### src/rtl/digit_classifier_pkg.sv
// Shared network constants and the classifier state encoding.
package digit_classifier_pkg;

  localparam int NET_DATA_WIDTH  = 32;
  localparam int Q_FRAC_BITS     = 16;
  localparam int DEF_NUM_CLASSES = 10;

  typedef enum logic [1:0] {
    ST_IDLE = 2'd0,
    ST_SCAN = 2'd1,
    ST_DONE = 2'd2
  } state_t;

endpackage

### src/rtl/digit_classifier_score_compare.sv
// Combinational signed comparator: candidate versus current best.
module score_compare #(
  parameter int DATA_WIDTH = 32
) (
  input  logic signed [DATA_WIDTH-1:0] cand,
  input  logic signed [DATA_WIDTH-1:0] best,
  output logic                         greater,
  output logic                         equal
);

  assign greater = cand > best;
  assign equal   = cand == best;

endmodule

### src/rtl/digit_classifier.sv
// Argmax over the output-layer scores, scanning one class per cycle.
module digit_classifier
  import digit_classifier_pkg::*;
#(
  parameter int NUM_CLASSES = DEF_NUM_CLASSES,
  parameter int DATA_WIDTH  = NET_DATA_WIDTH,
  parameter int IDX_WIDTH   = 4
) (
  input  logic                              clk,
  input  logic                              rst,
  input  logic                              in_valid,
  output logic                              in_ready,
  input  logic [NUM_CLASSES*DATA_WIDTH-1:0] scores,
  output logic                              out_valid,
  input  logic                              out_ready,
  output logic [IDX_WIDTH-1:0]              digit,
  output logic [DATA_WIDTH-1:0]             max_score,
  output logic                              tie,
  output logic [15:0]                       class_count
);

  state_t                            state_q, state_d;
  logic [NUM_CLASSES*DATA_WIDTH-1:0] cap_q;
  logic [IDX_WIDTH-1:0]              idx_q;
  logic [IDX_WIDTH-1:0]              best_idx_q;
  logic signed [DATA_WIDTH-1:0]      best_q;
  logic signed [DATA_WIDTH-1:0]      cur_score;
  logic                              tie_q;
  logic [15:0]                       count_q;
  logic                              last;
  logic                              gt;
  logic                              eq;

  // Select the captured score under the scan index; never reads the live input.
  always_comb begin
    cur_score = '0;
    for (int k = 0; k < NUM_CLASSES; k++) begin
      if (idx_q == IDX_WIDTH'(k)) cur_score = cap_q[k*DATA_WIDTH +: DATA_WIDTH];
    end
  end

  assign last = (idx_q == IDX_WIDTH'(NUM_CLASSES - 1));

  score_compare #(
    .DATA_WIDTH(DATA_WIDTH)
  ) u_cmp (
    .cand   (cur_score),
    .best   (best_q),
    .greater(gt),
    .equal  (eq)
  );

  always_comb begin
    state_d   = state_q;
    in_ready  = 1'b0;
    out_valid = 1'b0;
    case (state_q)
      ST_IDLE: begin
        in_ready = 1'b1;
        if (in_valid) state_d = (NUM_CLASSES == 1) ? ST_DONE : ST_SCAN;
      end
      ST_SCAN: begin
        if (last) state_d = ST_DONE;
      end
      ST_DONE: begin
        out_valid = 1'b1;
        if (out_ready) state_d = ST_IDLE;
      end
      default: state_d = ST_IDLE;
    endcase
  end

  always_ff @(posedge clk) begin
    if (rst) begin
      state_q    <= ST_IDLE;
      cap_q      <= '0;
      idx_q      <= '0;
      best_q     <= '0;
      best_idx_q <= '0;
      tie_q      <= 1'b0;
      count_q    <= '0;
    end else begin
      state_q <= state_d;
      case (state_q)
        ST_IDLE: begin
          if (in_valid) begin
            cap_q      <= scores;
            best_q     <= scores[DATA_WIDTH-1:0];
            best_idx_q <= '0;
            tie_q      <= 1'b0;
            idx_q      <= IDX_WIDTH'(1);
          end
        end
        ST_SCAN: begin
          // Strict greater-than keeps the lowest index on equal scores.
          if (gt) begin
            best_q     <= cur_score;
            best_idx_q <= idx_q;
            tie_q      <= 1'b0;
          end else if (eq) begin
            tie_q <= 1'b1;
          end
          if (!last) idx_q <= idx_q + 1'b1;
        end
        ST_DONE: begin
          if (out_ready) count_q <= count_q + 16'd1;
        end
        default: ;
      endcase
    end
  end

  assign digit       = best_idx_q;
  assign max_score   = best_q;
  assign tie         = tie_q;
  assign class_count = count_q;

endmodule

### config.mk
export PLATFORM = sky130hd
export DESIGN_NAME = digit_classifier
export DESIGN_NICKNAME = d
export VERILOG_FILES = /design/src/rtl/digit_classifier_pkg.sv /design/src/rtl/digit_classifier_score_compare.sv /design/src/rtl/digit_classifier.sv
export SDC_FILE = /design/constraint.sdc
export NUM_CORES = 1
export LEC_CHECK = 0
export ABC_AREA = 1
export CAP_MARGIN = 25
export CORE_MARGIN = 2
export CORE_UTILIZATION = 56
export DETAILED_ROUTE_END_ITERATION = 10
export PLACE_DENSITY = 0.86
export RECOVER_POWER = 50
export SLEW_MARGIN = 40
export SYNTH_ARGS = -nofsm -noshare
export SYNTH_HDL_FRONTEND = slang
export SYNTH_HIERARCHICAL = 1
export SYNTH_SLANG_ARGS = --single-unit
### constraint.sdc
create_clock -name clk -period 9.2 [get_ports clk]
set_input_delay 2.76 -clock clk [delete_from_list [all_inputs] [get_ports clk]]
set_output_delay 2.76 -clock clk [all_outputs]
set_load 0.005 [all_outputs]
# Yosys cells after proc, flatten, opt, wreduce, memory -nomap -nowiden
# Index checks and enable logic that the tools add are counted.
word_totals:
  in_bits: 324
  output_inout_bits: 55
  ff_bits: 379
op_classes:
  order_cmp: 1
  n_reduce_logical: 9
  n_addsub: 2
  n_eq_ne: 18
  mux: 29
op_table:
  columns: ["cell", "n"]
  rows:
  - ["32-bit two-way mux", 12]
  - ["32-bit one-hot mux with 2 select lines", 1]
  - ["32-bit equality test", 1]
  - ["32-bit greater-than comparator", 1]
  - ["16-bit by 1-bit adder with 16-bit output (second input constant)", 1]
  - ["4-bit by 3-bit equality test with 1-bit output (second input constant)", 4]
  - ["4-bit two-way mux", 4]
  - ["4-bit one-hot mux with 2 select lines", 2]
  - ["3-bit AND reduction", 4]
  - ["2-bit != test (second input constant)", 5]
  - ["4-bit by 2-bit equality test with 1-bit output (second input constant)", 2]
  - ["4-bit equality test (second input constant)", 2]
  - ["2-bit two-way mux", 3]
  - ["2-bit one-hot mux with 3 select lines", 1]
  - ["1-bit two-way mux", 5]
  - ["4-bit by 1-bit adder with 4-bit output (second input constant)", 1]
  - ["4-bit by 1-bit equality test with 1-bit output (second input constant)", 1]
  - ["4-bit zero test", 1]
  - ["2-bit AND reduction", 2]
  - ["3-bit != test (second input constant)", 1]
  - ["2-bit by 1-bit equality test with 1-bit output (second input constant)", 1]
  - ["2-bit equality test (second input constant)", 1]
  - ["2-bit zero test", 1]
  - ["1-bit one-hot mux with 2 select lines", 1]
  - ["2-bit nonzero test", 1]

# Logic depth before layout (Yosys ltp)
# Gate-level depths: netlist (run 1).
depth:
  ltp_word: 15
  mapped_depth: 36
  mapped_depth_nobuf: 35

# Cells and area by module
# Netlist (run 1), hierarchy kept.
modules_own_cells:
  columns: ["module", "n_inst", "cells_each", "area_per_inst_um2", "seq_area_each_um2"]
  rows:
  - ["digit_classifier", 1, 2665, 17401.7, 7587.3]
  - ["score_compare", 1, 141, 874.6, 0.0]

# Worst setup path after synthesis (run 1)
# No wires, ideal clock.
synth_timing:
  path_kind: "in2reg"
  startpoint: "input out_ready"
  endpoint: "register count_q[15], in the netlist class_count[15]"
  required_time_ps: 9072
  setup_time_ps: 128
  path_buffers: 0
  arrival_ps: 3825
  slack_ps: 5247
  cell_stages: 9
  cell_sequence: "nand3_2 nor2_2 nand3_1 nor3_2 nand3_1 nor2_1 nand2_1 xor2_1 nor2_1"
synth_between:
  elab_chain_len: 1
synth_lines:
  columns: ["element", "line_no", "source"]
  rows:
  - ["start: declaration", "digit_classifier.sv:15", "input logic out_ready,"]
  - ["2-bit AND reduction (no source line)", null, null]
  - ["end signal: assignment", "digit_classifier.sv:106", "if (out_ready) count_q <= count_q + 16'd1;"]
  - ["end: declaration", "digit_classifier.sv:29", "logic [15:0] count_q;"]
# Every way passes these cells.
# A chain may end at the register's enable or synchronous reset.

# Worst setup path in the final report (run 1)
layout_timing:
  startpoint: "input in_valid"
  endpoint: "register cap_q[318]"
layout_between:
  elab_chain_len: 1
layout_lines:
  columns: ["element", "line_no", "source"]
  rows:
  - ["start: declaration", "digit_classifier.sv:11", "input logic in_valid,"]
  - ["2-bit AND reduction (no source line)", null, null]
  - ["end signal: assignment", "digit_classifier.sv:87", "cap_q <= scores;"]
  - ["end: declaration", "digit_classifier.sv:23", "logic [NUM_CLASSES*DATA_WIDTH-1:0] cap_q;"]
# Every way passes these cells.

==> results.md, run 1 <==
Logic synthesis:
- Summing every instance area after synthesis gives approximately 18000 sq um.
- The register bit count reported by yosys is 379.
- Dividing the synthesized area by the synthesized cell count gives around 6.5 sq um.
- The dominant cell type by area after synthesis is dfxtp_1.
- The number of nets handed over by synthesis was about 3200.
- The most used flip-flop cell after synthesis is dfxtp_1.
- In this run, synthesis inferred 0 flip-flops with an integrated enable.
- Ranked by total cell area, the synthesized netlist is headed by dfxtp_1, nor2_1, o21ai_0.
- The async set-reset flop share out of synthesis is 0%.
- The top cell type by area accounts for about two fifths of the synthesized area.
- The unique cell type count in the Yosys netlist is 34.
- Yosys printed 6 warnings.
- The instance count of the mapped netlist is 2806.
- The sequential area share after synthesis is between 40% and 50%.

Setup path:
- The cell depth of the worst setup path is 5.
- In this design, the largest share of critical-path delay is due to buffers and inverters.
- Data on the critical path arrives at its endpoint at a little under 8 ns.
- The worst path buffer plus inverter count is 2.
- The nature of the critical path startpoint is a primary input.
- The launch point of the worst reg-to-reg path is idx_q[2]$_SDFFE_PP0P_.
- The biggest cell delay along the critical path is between 2 and 2.5 ns.
- The required time reported for the critical path endpoint is a little under 10 ns.
- The cell with the biggest individual delay on the critical path is clkbuf_1.
- The classification of the worst setup path is in -> reg.
- The launching element of the worst setup path is in_valid.
- In this run the critical register-to-register path is captured at max_score[3]$_SDFFE_PP0P_.
- The termination of the worst setup path is cap_q[318]$_SDFFE_PP0P_.
- The signal on the critical path passes through dlygate4sd3_1 -> nand2_1 -> clkbuf_1 -> o21ai_0 -> nor2_1.
- The worst register-to-register path has a setup slack of 3.77 ns.
- In this run the worst path has a maximum fanout of 84.
- The type of destination of the critical path is a register.
- The number of cell instances on the worst register-to-register path is 26.

Route:
- After detailed routing, the average wire length per cell comes to 17.81 um.
- After detailed routing, the number of remaining DRC violations is 0.
- The count of nets left with antenna violations after detail routing is 0.
- In the routed layout, each cell is associated on average with a via count of around 5.5.
- The final route contains 19465 vias.
- Before antenna repair, the detailed router went through 8 iterations.
- The total routed wirelength is 62.79 mm.
- The violation count after the first detailed-routing iteration is around 2100.

Floorplanning:
- Measured along the x axis, the die boundary spans 184.7 um.
- The number of top-level design ports is around 380.
- The core region is ~32000 sq um.
- The die is 184.7 um tall.
- The initial utilization of the core area, before any placement, comes to between 50% and 60%.
- The floorplan row count is 66.
- The total die area is ~34000 sq um.

Outcome:
- The final reports fail on capacitance limit, slew limit.
- The flow ran to the end, but the final reports show violations.

Layout:
- The growth of design area from synthesis to finish is 27.91%.
- The final net count is 3413.
- Cells with a size suffix above 1 make up 3.408% of the layout.
- The final core area utilization is between 70 and 80%.
- The area used by multi-input combinational logic is slightly below 9000 sq um.
- Across the whole layout, storage elements account for 7587 sq um.
- Counting the fill cells in the layout gives around 2700.

STA:
- Headroom to the max-slew limit came out at -103.5%.
- Hold timing on the final database bottoms out at a slack of approximately 0.45 ns.
- Setup repair after global routing left no endpoint under its margin.
- The post-route minimum period is roughly 7.3 ns.
- The final-report max-slew violation count is around 130.
- The maximum operating frequency is between 100 and 150 MHz.
- The setup skew after layout is 0.02799 ns.
- The count of final hold-check violations was 0.
- After layout, the worst path uses between 70% and 80% of the clock period.
- For the pin with the worst max-slew slack, the measured transition is 3.053 ns.
- The setup TNS is 0 ns.
- Setup violations remaining at the end of the flow were counted as 0.

Power:
- Dividing total power by cell area gives a power density of 193.8 nW/um^2.
- The maximum VDD drop is 0.1350 mV.
- The static leakage is just over 0.01 uW.
- The internal power of the cells totals between 3000 and 4000 uW.
- The clock network fraction of design power is a little under two fifths.
- Combinational logic is responsible for between 20% and 30% of the overall power.
- Of the total power, the share spent switching nets is between 20% and 30%.
- Of the total power, registers draw 41.2%.
- The power dissipated by switching net loads is roughly 1400 uW.

Clocking:
- The total of hold buffers inserted after clock tree synthesis is 0.
- Once the clock tree was built, the resizer swapped 0 gates to a different size.
- The post-CTS setup-driven buffer insertion count is 0.
- The CTS tree is yes.
- In this run, CTS created clock tree buffers numbering just over 40.
- The H-tree generated during clock tree synthesis spans 2 levels.
- The cell at the root of the clock tree is clkbuf_16.
- The number of sinks driven by the clock tree is 379.
- The clock latency on the worst-skew pair is approximately 0.55 ns.
- Clock-pin slew was measured on the worst setup and hold paths at roughly 0.06 ns.
- The maximum buffer depth of the clock tree is 3.

Placement:
- After legalization and detailed placement, the total HPWL measured between 40 and 50 mm.
- At the end of routability-driven placement, the weighted congestion stood at ~0.95.
- The quantity of I/O buffers inserted on ports is ~380.

GRT:
- Summed over all layers, the global routing overflow is 0.
- The global-route total usage across every layer is a little over a third.
- The number of antenna violations at the first check in global routing is 1.
- The number of global-route vias before repair is between 15000 and 20000.
- Entering global routing, the biggest net connects 175 pins.
- The first global-routing pass estimated about 94 mm of wire.

Job:
- Across the run, the number of max-cap violations was 2.

Worst hold path:
- The worst min-delay path class is reg -> reg.
## synthesized netlist by cell type, types with 4 or more instances
| cell | number |
|---|---|
| clkinv_1 | 23 |
| nand2_1 | 469 |
| clkbuf_1 | 143 |
| o21ai_1 | 7 |
| nand4_1 | 5 |
| a21oi_1 | 130 |
| nand3_1 | 171 |
| inv_2 | 9 |
| o21a_1 | 4 |
| buf_2 | 29 |
| nand3b_1 | 33 |
| buf_4 | 4 |
| nor3_1 | 8 |
| o21ai_0 | 422 |
| nor2_1 | 667 |
| dfxtp_1 | 379 |
| inv_1 | 228 |
| buf_1 | 12 |
| ha_1 | 37 |
## per-stage QoR
step | total power (uW) | std cells | worst slack, ns | cell area (sq um)
finish | 4531 | 3525 | 1.938 | 23380
global route | 4704 | 3523 | 1.718 | 23370
CTS | 4512 | 3523 | 3.729 | 23390
detailed placement | 2852 | 3451 | 3.739 | 22000
global placement | 2821 | 3451 | 3.542 | 21990
floorplan | 2426 | 2806 | 5.247 | 18280
## power groups by stage
stage | Clock, uW | Sequential, uW | Combinational, uW
after floorplan | 0 | 1870 | 552
after global placement | 0 | 1900 | 925
after detailed placement | 0 | 1900 | 951
after CTS | 1690 | 1870 | 960
after global routing | 1750 | 1880 | 1070
final | 1690 | 1870 | 974
## registers in the layout (all words and copies together) (netlist names)
signal / count
state_q: 2
cap_q: 320
idx_q: 4
digit: 4
tie: 1
max_score: 32
class_count: 16
## layer usage
| layer | track usage, % | share of wire, % |
|---|---|---|
| met4 | 14.35 | 4.2 |
| met1 | 46.77 | 40 |
| met5 | 0 | 0.021 |
| met2 | 58.62 | 46 |
| met3 | 5.691 | 9.7 |
## kinds of logic (layout without fill, tap and decap cells)
kind of cell	count (synthesis)	count (layout)	share of synthesized area, %
buf+inv	451	726	9.667
compound gates	567	567	15.66
simple gates	1369	1369	30.49
xor+xnor	3	3	0.1438
fa+ha+maj	37	37	2.533
flops	379	379	41.51
other cells	0	2	0
## placed cells by master, fill, tap and decap left out, drive strengths merged
cell type / synthesis / routed
a211oi: 1 / 1
a21o: 1 / 1
a21oi: 131 / 131
and3: 3 / 3
and3b: 1 / 1
buf: 48 / 16
bufinv: 0 / 3
clkbuf: 143 / 59
clkdlybuf4s50: 0 / 322
clkinv: 23 / 31
clkinvlp: 0 / 3
dfxtp: 379 / 379
diode: 0 / 2
dlygate4sd3: 0 / 55
ha: 37 / 37
inv: 237 / 237
nand2: 471 / 471
nand3: 174 / 174
nand3b: 33 / 33
nand4: 5 / 5
nor2: 669 / 669
nor3: 11 / 11
nor3b: 1 / 1
o21a: 4 / 4
o21ai: 429 / 429
o21ba: 1 / 1
or2: 1 / 1
xor2: 3 / 3
## cell type report
class	count	area share, %
antenna	2	0.02141
timing repair buffer	394	16.79
multi-input combinational	1976	38.20
clock buffer	58	5.224
inverter	260	4.239
clock inverter	14	0.7011
sequential	379	32.46
tap	442	2.366
## tightest hold or removal path: cells and delay by family (launching register included)
kind / cells / cell delay, ns
AO/OA/AOI/OAI: 1 / 0.05
buffers and inverters: 1 / 0.05
flip-flops: 1 / 0.29
## worst min path at each step
stage | from | endpoint | cells past startpoint
6_report | cap_q[242]$_SDFFE_PP0P_ | cap_q[242]$_SDFFE_PP0P_ | 2
5_1_grt | cap_q[227]$_SDFFE_PP0P_ | cap_q[227]$_SDFFE_PP0P_ | 2
4_1_cts | cap_q[242]$_SDFFE_PP0P_ | cap_q[242]$_SDFFE_PP0P_ | 2
3_5_place_dp | cap_q[242]$_SDFFE_PP0P_ | cap_q[242]$_SDFFE_PP0P_ | 2
3_3_place_gp | cap_q[224]$_SDFFE_PP0P_ | cap_q[224]$_SDFFE_PP0P_ | 2
2_1_floorplan | cap_q[128]$_SDFFE_PP0P_ | cap_q[128]$_SDFFE_PP0P_ | 2
Note: power is estimated with default switching activity, not from simulation.
==> inputs of run 2 (changes only) <==
CORE_UTILIZATION = 52   (was 56)
PLACE_DENSITY = 0.81   (was 0.86)
clock period = 7.45 ns   (was 9.2 ns; I/O delays follow)
==> run 2 against run 1 <==
Effect of this change:
- the run still ends with capacitance limit, slew limit left
- critical path depth rose by 1
- non-clock buffer count is 8 higher
- cell count grew 0.45%
- clock power increased by 26%
- die area rose by 7.5%
- combinational power is 25% higher
- clock-buffer cell count down 2
- critical path type unchanged
- highest routed layer is now met4
==> results.md, run 2 (synthesized netlist as in run 1, its figures left out) <==
Clocking:
- The post-CTS setup-driven buffer insertion count is 0 (unchanged).
- The H-tree level count came to 2 (unchanged).
- The maximum buffer depth of the clock tree was 3 (unchanged).
- The cell at the root of the clock tree is clkbuf_16.
- The count of instances resized after the clock tree is built was 0 (unchanged).
- The number of sinks driven by the clock tree is 379 (unchanged).
- The clock latency on the worst-skew pair came to 0.56 ns (about the same).
- The clock edge transition at the registers on the reported setup and hold paths is 0.06 ns (about the same).
- The number of buffers added by the clock tree synthesis step is 41 (unchanged).
- The CTS tree is yes.
- The total of hold buffers inserted after clock tree synthesis is 0 (unchanged).

GRT:
- The aggregate global routing overflow is 0 (unchanged).
- The number of global-route vias before repair is 18037 (+0.66%).
- The pin count of the biggest net entering global routing is 139 (-21%).
- The number of antenna violations at the first check in global routing is 1 (unchanged).
- The wire length of the first global-routing pass is 98.35 mm (+4.1%).
- The global-route total usage across every layer came to 34.91% (-0.71 points).

Layout:
- The final-layout fill cell count is 3092 (+13%).
- The growth of design area from synthesis to finish is 28.58%.
- The ratio of cells with drive above 1 in the final layout is 3.694% (+0.29 points).
- The final net count is 3421 (+0.23%).
- The count of antenna diodes in the layout is 0 (-2).
- In the layout the commonest cells are nor2_1, nand2_1, o21ai_0.
- The register ranked first by flip-flop count is cap_q.
- The final core area utilization is 68.03% (-4.2 points).
- The flip-flop count of the largest register after layout came to 320 (unchanged).
- The most common cell after layout, fill and taps aside is nor2_1.
- The summed area of non-filler cells in the final layout came to 23500 sq um (+0.52%).

Setup path:
- The maximum net fanout on the critical path is 121 (+44%).
- The required time reported for the critical path endpoint is 7.88 ns (-1.76 ns).
- The endpoint identified for the worst register-to-register timing path is max_score[30]$_SDFFE_PP0P_.
- The worst path arrival time was 6.47 ns (-1.24 ns).
- STA classifies the critical path startpoint as a primary input.
- The setup path with the least slack is of type in -> reg.
- The flop-to-flop setup slack came to 2.28 ns (-1.49 ns).
- The number of cell instances on the worst register-to-register path is 27 (+3.8%).
- The worst setup path is captured at a register.
- The startpoint identified for the worst register-to-register timing path is idx_q[0]$_SDFFE_PP0P_.

STA:
- The setup skew after layout came to 0.02128 ns (-0.006718 ns).
- The transition time at the pin with the least slew margin is 2.747 ns (-0.3059 ns).
- The max-slew headroom at the worst pin was -83.12% (+20 points).
- For this run, the top clock speed supported by timing is between 150 and 200 MHz.
- The least setup slack across all paths after layout is 1.408 ns (-0.5300 ns).
- The post-route minimum period is approximately 6.0 ns.
- The final-report max-slew violation count was 46 (-65%).
- The setup TNS is 0 ns (unchanged).
- The count of final hold-check violations is 0 (unchanged).
- The worst path uses between 80% and 90% of the clock period.
- The worst slack on hold paths is 0.4463 ns (+0.0009320 ns).
- Setup repair after global routing left no endpoint under its margin.
- The final number of setup-violating endpoints came to 0 (unchanged).

Job:
- The count of max-cap constraint violations is 1 (-1).

Power:
- The clock network fraction of design power was 37.7% (+0.4 points).
- The maximum VDD drop is 0.2167 mV (+61%).
- The cell area power density is 241.0 nW/um^2 (+24%).
- The power dissipated by switching net loads came to 1699 uW (+26%).
- The combinational group share of total power is 21.5% (about the same).
- The static leakage is 0.01025 uW (+0.67%).
- The proportion of total power due to net switching is 30.01% (+0.13 points).
- The sequential group share of total power is 40.8% (-0.4 points).
- The internal power contribution is 3963 uW (+25%).

Placement:
- The detailed placer's ending HPWL is 47.82 mm (+6.3%).
- The total cell area at the placement stage is 22110 sq um (+0.51%).
- The routability congestion estimate is 0.9822 (+2.9%).
- The quantity of I/O buffers inserted on ports was 378 (unchanged).
- The worst setup slack before clock tree synthesis came to 2.449 ns (-1.291 ns).

Outcome:
- The flow ran to the end, but the final reports show violations.
- The checks that failed: capacitance limit, slew limit.

Worst hold path:
- The path with the worst hold slack has its endpoint at cap_q[227]$_SDFFE_PP0P_.
- The hold path depth came to 2 (unchanged).
- The worst min-delay path class is reg -> reg.
- The worst hold path begins at cap_q[227]$_SDFFE_PP0P_.

Route:
- The final routed wire length divided by cell count is 18.59 um (+4.4%).
- The detailed-routing iteration count for the pre-antenna-repair pass is 6 (-2).
- The average via count per standard cell was 5.480 (-0.76%).
- The count of nets left with antenna violations after detail routing is 0 (unchanged).
- The remaining design rule violation count is 0 (unchanged).
- The violation count after the first detailed-routing iteration is 1907 (-8.8%).
- The total routed wirelength is 65.84 mm (+4.9%).
- The detailed-route via count was 19405 (-0.31%).

Floorplanning:
- The number of top-level design ports was 379 (unchanged).
- The floorplan core area is 34540 sq um (+6.7%).
- The initial core utilization came to 52.91% (-3.6 points).
- The die height is 191.5 um (+3.7%).
- The floorplan row count is 68 (+3.0%).
- The die extent in x was 191.5 um (+3.7%).
- The total die area came to 36660 sq um (+7.5%).
[run 2: cell type report]
type / instances / area [sq um] / area share [%]
Clock buffer: 56 / 1214 / 5.165
Clock inverter: 13 / 191.4 / 0.8147
Inverter: 260 / 991.0 / 4.217
Multi-Input combinational cell: 1976 / 8937 / 38.03
Sequential cell: 379 / 7587 / 32.29
Tap cell: 455 / 569.3 / 2.423
Timing Repair Buffer: 402 / 4009 / 17.06
[run 2: stage by stage]
| stage | std cells | power [uW] |
|---|---|---|
| floorplan | 2806 | 2996 |
| global placement | 3471 | 3523 |
| detailed placement | 3472 | 3546 |
| CTS | 3541 | 5649 |
| global route | 3541 | 5877 |
| finish | 3541 | 5662 |
[run 2: power groups by stage]
stage               Sequential [uW]  Combinational (uW)  Clock (uW)
finish                         2310                1220        2130
global route                   2330                1340        2210
CTS                            2310                1210        2140
detailed placement             2350                1200           0
global placement               2350                1180           0
floorplan                      2310                 682           0
[run 2: how the worst max path moves through the flow]
stage	from	to	slack (ns)	depth (start not counted)
final	rst	cap_q[105]$_SDFFE_PP0P_	1.41	6
after floorplan	out_ready	class_count[15]$_SDFFE_PP0P_	4.02	9
after CTS	idx_q[0]$_SDFFE_PP0P_	max_score[24]$_SDFFE_PP0P_	2.43	27
after global routing	rst	cap_q[59]$_SDFFE_PP0P_	1.21	6
after global placement	in_valid	idx_q[1]$_SDFFE_PP0P_	2.44	8
after detailed placement	idx_q[0]$_SDFFE_PP0P_	max_score[30]$_SDFFE_PP0P_	2.45	27
[run 2: worst max-delay path: stages]
cell	delay, ns
buf_2	0.07
clkbuf_1	1.92
inv_6	0.77
clkbuf_2	0.79
o21ai_0	0.47
nor2_1	0.09
[run 2: per-layer routing]
layer / track usage (%) / vias to the layer above / routed length [um]
li1: - / 9370 / -
met1: 48.03 / 8985 / 27910
met2: 56.69 / 922 / 30080
met3: 4.351 / 128 / 5687
met4: 11.54 / 0 / 2165
met5: 0 / - / 0
==> inputs of run 3 (changes only) <==
clock period = 5.8 ns   (was 7.45 ns; I/O delays follow)
==> run 3 against run 2 <==
Effect of this change:
- the flow still finishes with violations (capacitance limit, slew limit)
- clock skew down 0.0022 ns
- global-route usage is 0.11 points lower
- register-to-register slack got worse by 1.5 ns
- wire length decreased by 0.45%
- worst setup slack worse by 0.92 ns
- worst hold slack improved by 0.0028 ns
- sequential cell count unchanged
- sequential power grew 28%
- critical path depth rose by 1
- first-iteration DRC count shrank 4.7%
- critical endpoint is now cap_q[76]$_SDFFE_PP0P_
- largest cell class unchanged
==> results.md, run 3 (synthesized netlist as in run 1, its figures left out) <==
Setup path:
- The nature of the critical path startpoint is a primary input.
- The cell family contributing the most delay on the critical path is buffers and inverters.
- The critical path in this run is classified as in -> reg.
- The worst setup path is captured at a register.
- The critical path goes through dlygate4sd3_1 -> nand2_1 -> inv_8 -> clkbuf_2 -> buf_16 -> nor2_1 -> nor2_1.
- The worst path arrival time is 5.78 ns (-0.69 ns).
- Among all stages on the critical path, the largest delay is contributed by clkbuf_2.
- The worst path buffer plus inverter count is 4 (unchanged).
- The biggest cell delay along the critical path is 1.59 ns (-0.33 ns).
- The maximum net fanout on the critical path came to 104 (-14%).
- The required time reported for the critical path endpoint is 6.27 ns (-1.61 ns).
- The cell that appears most often on the critical path is nor2_1.

GRT:
- The number of antenna violations at the first check in global routing is 0 (-1).
- The number of global-route vias before repair is 17941 (-0.53%).
- The pin count of the biggest net entering global routing is 256 (+84%).
- The global-route total usage across every layer is 34.80% (-0.11 points).
- The wire length of the first global-routing pass is 98.24 mm (-0.11%).
- The aggregate global routing overflow is 0 (unchanged).

Layout:
- Leaving out fill and tap cells, the most frequent cells in the layout are nor2_1, nand2_1, o21ai_0.
- The ratio of cells with drive above 1 in the final layout came to 3.811% (+0.12 points).
- Leaving out fill and tap cells, the most frequent cell in the layout is nor2_1.
- The register ranked first by flip-flop count is cap_q.
- The growth of design area from synthesis to finish is 28.73%.
- The flip-flop count of the largest register after layout is 320 (unchanged).
- The final-layout fill cell count is 3010 (-2.7%).
- The count of antenna diodes in the layout was 0 (unchanged).
- The summed area of non-filler cells in the final layout is 23530 sq um (+0.12%).
- The final net count is 3425 (+0.12%).

Clocking:
- The H-tree level count is 2 (unchanged).
- The post-CTS setup-driven buffer insertion count is 0 (unchanged).
- The clock edge transition at the registers on the reported setup and hold paths is 0.06 ns (about the same).
- The maximum buffer depth of the clock tree is 3 (unchanged).
- The number of sinks driven by the clock tree was 379 (unchanged).
- The root buffer cell chosen for the clock tree is clkbuf_16.
- The count of instances resized after the clock tree is built is 0 (unchanged).
- The CTS tree is yes.
- The clock latency on the worst-skew pair is 0.55 ns (about the same).
- The number of buffers added by the clock tree synthesis step is 41 (unchanged).
- The total of hold buffers inserted after clock tree synthesis is 0 (unchanged).

Route:
- The total routed wirelength was 65.54 mm (-0.45%).
- The remaining design rule violation count was 0 (unchanged).
- The detailed-route via count was 19222 (-0.94%).
- The violation count after the first detailed-routing iteration is 1817 (-4.7%).
- The count of nets left with antenna violations after detail routing is 0 (unchanged).
- The final routed wire length divided by cell count was 18.46 um (-0.73%).
- The average via count per standard cell came to 5.413 (-1.2%).
- The detailed-routing iteration count for the pre-antenna-repair pass is 8 (+2).

STA:
- The setup skew after layout was 0.01908 ns (-0.002198 ns).
- The final-report max-slew violation count is 437 (+850%).
- The max-slew headroom at the worst pin is -45.29% (+38 points).
- The worst path uses about nine tenths of the clock period.
- The final number of setup-violating endpoints came to 0 (unchanged).
- The setup TNS is 0 ns (unchanged).
- Timing would allow up to about 190 MHz.
- The count of final hold-check violations came to 0 (unchanged).
- Setup repair after global routing left no endpoint under its margin.
- The post-route minimum period is roughly 5.3 ns.
- The transition time at the pin with the least slew margin came to 2.179 ns (-0.5675 ns).
- The least setup slack across all paths after layout was 0.4917 ns (-0.9166 ns).

Floorplanning:
- The floorplan core area is 34540 sq um (unchanged).
- The initial core utilization was 52.91% (unchanged).
- The total die area is 36660 sq um (unchanged).
- The floorplan row count came to 68 (unchanged).
- The die extent in x came to 191.5 um (unchanged).
- The die height was 191.5 um (unchanged).
- The number of top-level design ports was 379 (unchanged).

Worst hold path:
- In this run the worst hold path is classified as reg -> reg.

Placement:
- The detailed placer's ending HPWL is 47.96 mm (+0.31%).
- The routability congestion estimate came to 0.9441 (-3.9%).
- The worst setup slack before clock tree synthesis came to 0.9229 ns (-1.526 ns).
- The quantity of I/O buffers inserted on ports is 378 (unchanged).
- The total cell area at the placement stage is 22150 sq um (+0.14%).

Power:
- The static leakage is 0.01021 uW (-0.36%).
- The cell area power density is 307.2 nW/um^2 (+27%).
- The total power draw is 7227 uW (+28%).
- The maximum VDD drop is 0.2610 mV (+20%).

Outcome:
- The final reports fail on capacitance limit, slew limit.
- The run finished, with violations left.

Job:
- The count of max-cap constraint violations is 4 (+3).
[run 3: cell types whose count changed in the layout (fill, tap and decap cells not counted), sizes merged]
cell,before,now
clkbuf,58,71
clkdlybuf4s50,323,338
bufinv,4,2
clkinv,31,29
buf,23,24
dlygate4sd3,54,39
[run 3: path summary, 6_finish.rpt]
path / from / endpoint / slack [ns] / cells past startpoint
setup reg to reg: idx_q[0]$_SDFFE_PP0P_ / max_score[3]$_SDFFE_PP0P_ / 0.77 / 28
hold / removal: cap_q[155]$_SDFFE_PP0P_ / cap_q[155]$_SDFFE_PP0P_ / 0.45 / 2
setup / recovery: in_valid / cap_q[76]$_SDFFE_PP0P_ / 0.49 / 7
hold reg to reg: cap_q[155]$_SDFFE_PP0P_ / cap_q[155]$_SDFFE_PP0P_ / 0.45 / 2
[run 3: report_power, final]
part	leakage, uW	internal (uW)	switching (uW)
logic	0.00638	629	932
registers	0.00314	2830	132
clock network	0.000691	1610	1090
total	0.0102	5070	2160
[run 3: metrics by stage]
step	hold slack, ns	cells	utilization (%)
global route	0.4704	3551	68.11
detailed placement	0.4422	3474	64.11
floorplan	0.4245	2806	-
CTS	0.4510	3549	68.14
global placement	0.4351	3474	64.11
finish	0.4491	3551	68.11
[run 3: worst min-delay path: stages, from the launching register on]
cell and delay [ns]:
dfxtp_1 0.30, inv_1 0.05, a21oi_1 0.05
[run 3: routing by layer]
layer	GRT usage [%]	routed length [um]
met3	5.397	5829
met2	56.30	29790
met1	47.35	27730
met5	0	0
met4	11.60	2185
[run 3: layout make-up]
| cell class | instances | area, sq um | share of cell area, % |
|---|---|---|---|
| Timing Repair Buffer | 406 | 4060 | 17.26 |
| Inverter | 260 | 988.4 | 4.201 |
| Tap cell | 455 | 569.3 | 2.420 |
| Multi-Input combinational cell | 1976 | 8931 | 37.96 |
| Clock inverter | 9 | 98.84 | 0.4201 |
| Sequential cell | 379 | 7587 | 32.25 |
| Clock buffer | 66 | 1292 | 5.494 |
